**src/rtl/fifo_ctrl_param.sv**
```systemverilog
// fifo_ctrl_param: parametrised synchronous FIFO with occupancy, thresholds, flush and sticky errors.
module fifo_ctrl_param #(
  parameter int DATA_WIDTH         = 8,
  parameter int ADDR_WIDTH         = 4,
  parameter int ALMOST_FULL_LEVEL  = 2**ADDR_WIDTH - 2,
  parameter int ALMOST_EMPTY_LEVEL = 2
) (
  input  logic                  clk_i,
  input  logic                  rst_ni,
  input  logic                  enable_i,
  input  logic                  flush_i,
  input  logic                  clear_errors_i,
  input  logic                  write_i,
  input  logic [DATA_WIDTH-1:0] data_in_i,
  input  logic                  read_i,
  output logic [DATA_WIDTH-1:0] data_out_o,
  output logic                  data_valid_o,
  output logic                  full_o,
  output logic                  empty_o,
  output logic                  almost_full_o,
  output logic                  almost_empty_o,
  output logic [ADDR_WIDTH:0]   count_o,
  output logic                  overflow_o,
  output logic                  underflow_o
);
  localparam int DEPTH = 2**ADDR_WIDTH;
  localparam logic [ADDR_WIDTH:0] DEPTH_C = (ADDR_WIDTH+1)'(DEPTH);
  localparam logic [ADDR_WIDTH:0] AF_C    = (ADDR_WIDTH+1)'(ALMOST_FULL_LEVEL);
  localparam logic [ADDR_WIDTH:0] AE_C    = (ADDR_WIDTH+1)'(ALMOST_EMPTY_LEVEL);
  if (ADDR_WIDTH < 1) begin : g_aw_chk
    $error("ADDR_WIDTH must be >= 1");
  end
  if (!(ALMOST_EMPTY_LEVEL < ALMOST_FULL_LEVEL && ALMOST_FULL_LEVEL <= DEPTH)) begin : g_lvl_chk
    $error("require ALMOST_EMPTY_LEVEL < ALMOST_FULL_LEVEL <= DEPTH");
  end
  logic [DATA_WIDTH-1:0] mem [DEPTH];
  logic [ADDR_WIDTH-1:0] wptr_q, wptr_d, rptr_q, rptr_d;
  logic [ADDR_WIDTH:0]   count_q, count_d;
  logic [DATA_WIDTH-1:0] data_out_q, data_out_d;
  logic data_valid_q, full_q, empty_q, afull_q, aempty_q, ovf_q, udf_q;
  logic data_valid_d, full_d, empty_d, afull_d, aempty_d, ovf_d, udf_d;
  logic flush_c, clr_c, wr_acc, rd_acc;
  always_comb begin
    flush_c      = enable_i & flush_i;
    clr_c        = enable_i & clear_errors_i;
    wr_acc       = enable_i & write_i & ~full_q & ~flush_i;
    rd_acc       = enable_i & read_i & ~empty_q & ~flush_i;
    wptr_d       = flush_c ? '0 : wr_acc ? wptr_q + ADDR_WIDTH'(1) : wptr_q;
    rptr_d       = flush_c ? '0 : rd_acc ? rptr_q + ADDR_WIDTH'(1) : rptr_q;
    count_d      = flush_c             ? '0 :
                   wr_acc && !rd_acc   ? count_q + (ADDR_WIDTH+1)'(1) :
                   rd_acc && !wr_acc   ? count_q - (ADDR_WIDTH+1)'(1) : count_q;
    // flags track the next count so they line up with count_o after the edge
    full_d       = count_d == DEPTH_C;
    empty_d      = count_d == '0;
    afull_d      = count_d >= AF_C;
    aempty_d     = count_d <= AE_C;
    data_out_d   = rd_acc ? mem[rptr_q] : data_out_q;
    data_valid_d = rd_acc;
    ovf_d        = (enable_i & write_i & full_q & ~flush_i) | (ovf_q & ~clr_c);
    udf_d        = (enable_i & read_i & empty_q & ~flush_i) | (udf_q & ~clr_c);
  end
  always_ff @(posedge clk_i) begin
    if (wr_acc) mem[wptr_q] <= data_in_i;
  end
  always_ff @(posedge clk_i or negedge rst_ni) begin
    if (!rst_ni) begin
      wptr_q       <= '0;
      rptr_q       <= '0;
      count_q      <= '0;
      data_out_q   <= '0;
      data_valid_q <= 1'b0;
      full_q       <= 1'b0;
      empty_q      <= 1'b1;
      afull_q      <= 1'b0;
      aempty_q     <= 1'b1;
      ovf_q        <= 1'b0;
      udf_q        <= 1'b0;
    end else begin
      wptr_q       <= wptr_d;
      rptr_q       <= rptr_d;
      count_q      <= count_d;
      data_out_q   <= data_out_d;
      data_valid_q <= data_valid_d;
      full_q       <= full_d;
      empty_q      <= empty_d;
      afull_q      <= afull_d;
      aempty_q     <= aempty_d;
      ovf_q        <= ovf_d;
      udf_q        <= udf_d;
    end
  end
  assign data_out_o     = data_out_q;
  assign data_valid_o   = data_valid_q;
  assign full_o         = full_q;
  assign empty_o        = empty_q;
  assign almost_full_o  = afull_q;
  assign almost_empty_o = aempty_q;
  assign count_o        = count_q;
  assign overflow_o     = ovf_q;
  assign underflow_o    = udf_q;
endmodule

```
**config.mk**
```make
export PLATFORM = sky130hd
export DESIGN_NAME = fifo_ctrl_param
export DESIGN_NICKNAME = d
export VERILOG_FILES = /design/src/rtl/fifo_ctrl_param.sv
export SDC_FILE = /design/constraint.sdc
export NUM_CORES = 1
export LEC_CHECK = 0
export ABC_AREA = 1
export CORE_MARGIN = 5
export CORE_UTILIZATION = 42
export DETAILED_ROUTE_END_ITERATION = 16
export PLACE_DENSITY = 0.66
export SYNTH_ARGS = -nofsm -noshare
export SYNTH_HDL_FRONTEND = slang
export SYNTH_SLANG_ARGS = --single-unit
```
**constraint.sdc**
```tcl
create_clock -name clk_i -period 4.9 [get_ports clk_i]
set_input_delay 1.47 -clock clk_i [delete_from_list [all_inputs] [get_ports clk_i]]
set_output_delay 1.47 -clock clk_i [all_outputs]
set_load 0.05 [all_outputs]
```
==> out/summary.txt <==
OUTCOME
--------------------------------------------------------------------------------------------------------
Run status ................................................................................ finished, final reports clean

TIMING
--------------------------------------------------------------------------------------------------------
Setup repair after global routing missed its margin .......................................        false
Final Max Slew Viols ......................................................................            0
Final setup violation count ...............................................................            0
Final period utilization ..................................................................        0.664
Worst-case headroom to the max-slew limit .................................................        0.318
Count of final hold-check violations ......................................................            0
Sum of negative setup slack ...............................................................         0 ns
Slew at the pin closest to its max-slew limit .............................................      1.02 ns
Peak Freq .................................................................................      307 MHz
Clock Skew ................................................................................   0.00607 ns
Final worst path period need ..............................................................      3.25 ns

CTS
--------------------------------------------------------------------------------------------------------
Root buffer cell .......................................................................... sky130_fd_sc_hd__clkbuf_16
Post-CTS clock slew at the launch and capture registers of the worst setup and hold paths .      0.06 ns
Insertion delay of the later-clocked pin in the worst-skew pair ...........................      0.42 ns
Post-CTS Setup Inserts ....................................................................            0
CTS Hold Bufs .............................................................................            0
Number of buffers between clock root and the deepest sink .................................            2
# resized after CTS .......................................................................            0
Clock buffer count from CTS ...............................................................           17
H-Tree Level Count ........................................................................            4
TritonCTS sink count ......................................................................          156
CTS tree ..................................................................................        built

FLOORPLANNING
--------------------------------------------------------------------------------------------------------
Die H .....................................................................................       135 µm
Horiz. Die Dim ............................................................................       135 µm
Area of the die ...........................................................................    18200 µm²
Std-Cell Rows .............................................................................           45
# IOs .....................................................................................           35
Starting Density ..........................................................................        0.431
Core Region ...............................................................................    15300 µm²

SYNTHESIS
--------------------------------------------------------------------------------------------------------
Syn Nets ..................................................................................          603
Post-synth ARST share .....................................................................        0.179
Post-synth EDFFs ..........................................................................          128
Number of warnings reported in the yosys synthesis log ....................................            0
Cell type contributing the most total cell area after synthesis ........................... sky130_fd_sc_hd__edfxtp_1
Leading register cell type out of synthesis ............................................... sky130_fd_sc_hd__edfxtp_1
Post-Synthesis Cell Area ..................................................................     6570 µm²
Most frequent cells after synthesis ....................................................... sky130_fd_sc_hd__nand2_1 (138), sky130_fd_sc_hd__edfxtp_1 (128), sky130_fd_sc_hd__nor2_1 (74)
Cell variety after synth ..................................................................           32
Most numerous cell in the Yosys netlist ................................................... sky130_fd_sc_hd__nand2_1
Share of the yosys chip area belonging to registers .......................................        0.692
Leading cell types by total area after synthesis .......................................... sky130_fd_sc_hd__edfxtp_1 (59%), sky130_fd_sc_hd__dfrtp_1 (9.9%), sky130_fd_sc_hd__nand2_1 (7.9%), sky130_fd_sc_hd__nor2_1 (4.2%), sky130_fd_sc_hd__o21ai_0 (3.6%)
Syn Area/Cell .............................................................................     11.3 µm²
Synth top area share ......................................................................        0.585
Post-Syn Instances ........................................................................          581
Post-synthesis sequential element count ...................................................          156

MIN PATH
--------------------------------------------------------------------------------------------------------
Worst min-delay path class ................................................................   reg -> reg
Terminating pin of the worst hold path .................................................... data_out_o[5]
Hold Crit Depth ...........................................................................            2
Beginning of the worst hold path .......................................................... data_out_o[5]

FINAL LAYOUT
--------------------------------------------------------------------------------------------------------
Share of post-route cells with drive strength above 1 .....................................       0.0900
Total number of nets in the final design ..................................................          633
Number of diodes ..........................................................................            0
Utilization after layout ..................................................................        0.501
Area added between synthesis and finish ...................................................        16.3%

ROUTE
--------------------------------------------------------------------------------------------------------
Detailed router's first-iteration violation count .........................................          494
First drt pass iteration count ............................................................            5
Wire per inst .............................................................................      18.7 µm
Drt drc ...................................................................................            0
Antenna Violating Nets Remaining ..........................................................            0
Routed Wire Length ........................................................................     15600 µm
Vias per cell .............................................................................         5.35
DR vias ...................................................................................         4459

WORST SETUP PATH
--------------------------------------------------------------------------------------------------------
Type of element capturing the critical path ............................................... primary output
Buffer and inverter count on the worst path ...............................................            1
Critical path's top delay family .......................................................... buffers and inverters
Critical-path maximum fanout ..............................................................            4
Setup crit start kind .....................................................................         flop
R2R depth .................................................................................            8
Max incr delay on CP ......................................................................      0.81 ns
Cell chain of the critical path ........................................................... clkdlybuf4s50_1
Data required time at the worst endpoint ..................................................      3.43 ns
Worst setup slack for register-to-register paths ..........................................      2.34 ns
Critical-path top delay cell .............................................................. sky130_fd_sc_hd__clkdlybuf4s50_1
Critical path class .......................................................................   reg -> out
Endpoint arrival time on the critical path ................................................      1.78 ns
Worst reg2reg path endpoint ............................................................... data_out_o[4]
Beginning of the worst register-to-register path ..........................................    rptr_q[0]

GRT
--------------------------------------------------------------------------------------------------------
Pin count of the biggest net entering global routing ......................................           69
Wire length of the first global-routing pass ..............................................     24400 µm
Initial antenna violation count ...........................................................            0
Overflow left after global routing ........................................................            0
Global-route usage over all layers ........................................................        0.177
Vias in the first global route ............................................................         4448

POWER
--------------------------------------------------------------------------------------------------------
Power per Cell Area .......................................................................   490 nW/µm²
Total power after layout ..................................................................      3750 µW
Leakage power summed over all cells .......................................................   0.00283 µW
Worst IR Drop VDD .........................................................................     0.255 mV

PLACED DESIGN
--------------------------------------------------------------------------------------------------------
Post-DP HPWL ..............................................................................     10200 µm
Weighted congestion reported at the end of routability-driven placement ...................        0.865
Number of port buffers ....................................................................           34

JOB
--------------------------------------------------------------------------------------------------------
Number of maximum-capacitance violations ..................................................            0

-- kinds of logic (layout without fill, tap and decap cells) --
family / Yosys count / after routing / synth area share
compound gates: 113 / 113 / 0.0990
fa+ha+maj: 7 / 7 / 0.0133
buf+inv: 50 / 91 / 0.0335
flops: 156 / 156 / 0.692
simple gates: 255 / 255 / 0.162
-- flip-flops by register name, summed over array words and instances (netlist names), 4 cells and up --
name        cells
count_o         5
mem           128
rptr_q          4
data_out_o      8
wptr_q          4
-- power breakdown --
group	switching [µW]	total, µW	internal, µW
Sequential	72.3	1590	1520
Combinational	609	868	259
Clock	499	1290	791
-- cell usage in the layout, fill, tap and decap left out, types with 2 or more instances in the layout --
| cell type | count |
|---|---|
| sky130_fd_sc_hd__bufinv_16 | 3 |
| sky130_fd_sc_hd__nand4_1 | 2 |
| sky130_fd_sc_hd__o22ai_1 | 16 |
| sky130_fd_sc_hd__edfxtp_1 | 128 |
| sky130_fd_sc_hd__ha_1 | 7 |
| sky130_fd_sc_hd__clkinv_2 | 2 |
| sky130_fd_sc_hd__clkbuf_16 | 17 |
| sky130_fd_sc_hd__nor3_1 | 2 |
| sky130_fd_sc_hd__a32o_1 | 3 |
| sky130_fd_sc_hd__dfrtp_1 | 25 |
| sky130_fd_sc_hd__clkinvlp_4 | 5 |
| sky130_fd_sc_hd__clkinv_1 | 2 |
| sky130_fd_sc_hd__dfstp_2 | 2 |
| sky130_fd_sc_hd__inv_2 | 6 |
| sky130_fd_sc_hd__a21oi_1 | 22 |
| sky130_fd_sc_hd__nand3_1 | 21 |
| sky130_fd_sc_hd__clkdlybuf4s50_1 | 34 |
| sky130_fd_sc_hd__nand2_2 | 10 |
| sky130_fd_sc_hd__buf_4 | 2 |
| sky130_fd_sc_hd__nor2_4 | 4 |
| sky130_fd_sc_hd__nand3_2 | 2 |
| sky130_fd_sc_hd__o21ai_0 | 47 |
| sky130_fd_sc_hd__nor2_1 | 74 |
| sky130_fd_sc_hd__o21ai_1 | 6 |
| sky130_fd_sc_hd__inv_1 | 18 |
| sky130_fd_sc_hd__a21boi_1 | 7 |
| sky130_fd_sc_hd__nand2_1 | 138 |
| sky130_fd_sc_hd__a21boi_0 | 9 |
-- metrics by stage --
step           instances  worst slack (ns)  area [µm²]  hold slack [ns]
3_5_place_dp         803              1.20        7060            0.469
2_1_floorplan        581              2.24        6570            0.477
6_report             833              1.65        7640            0.480
3_3_place_gp         803              1.27        7060            0.466
5_1_grt              833              1.50        7640            0.494
4_1_cts              833              1.61        7640            0.485
-- worst max path at each step --
stage | end | slack, ns | cells past startpoint | from
2_1_floorplan | mem[7][1] | 2.24 | 6 | flush_i
3_3_place_gp | mem[12][3] | 1.27 | 5 | enable_i
3_5_place_dp | mem[12][5] | 1.20 | 5 | enable_i
4_1_cts | mem[12][1] | 1.61 | 5 | enable_i
5_1_grt | mem[12][1] | 1.50 | 5 | enable_i
6_report | empty_o | 1.65 | 1 | empty_o
-- metal layers --
layer / vias up / share of wire / GRT usage
li1: 2073 / - / -
met1: 2191 / 0.44 / 0.241
met2: 163 / 0.48 / 0.281
met3: 32 / 0.058 / 0.0320
met4: 0 / 0.024 / 0.0773
met5: - / 0 / 0
-- cell type report --
class,instances,area [µm²]
fill,1327,7610
clock inverter,12,150
clock buffer,18,429
sequential,156,4550
inverter,25,93.8
multi-input combinational,375,1800
tap,211,264
timing repair buffer,36,355
(Power assumes the default switching activity.)
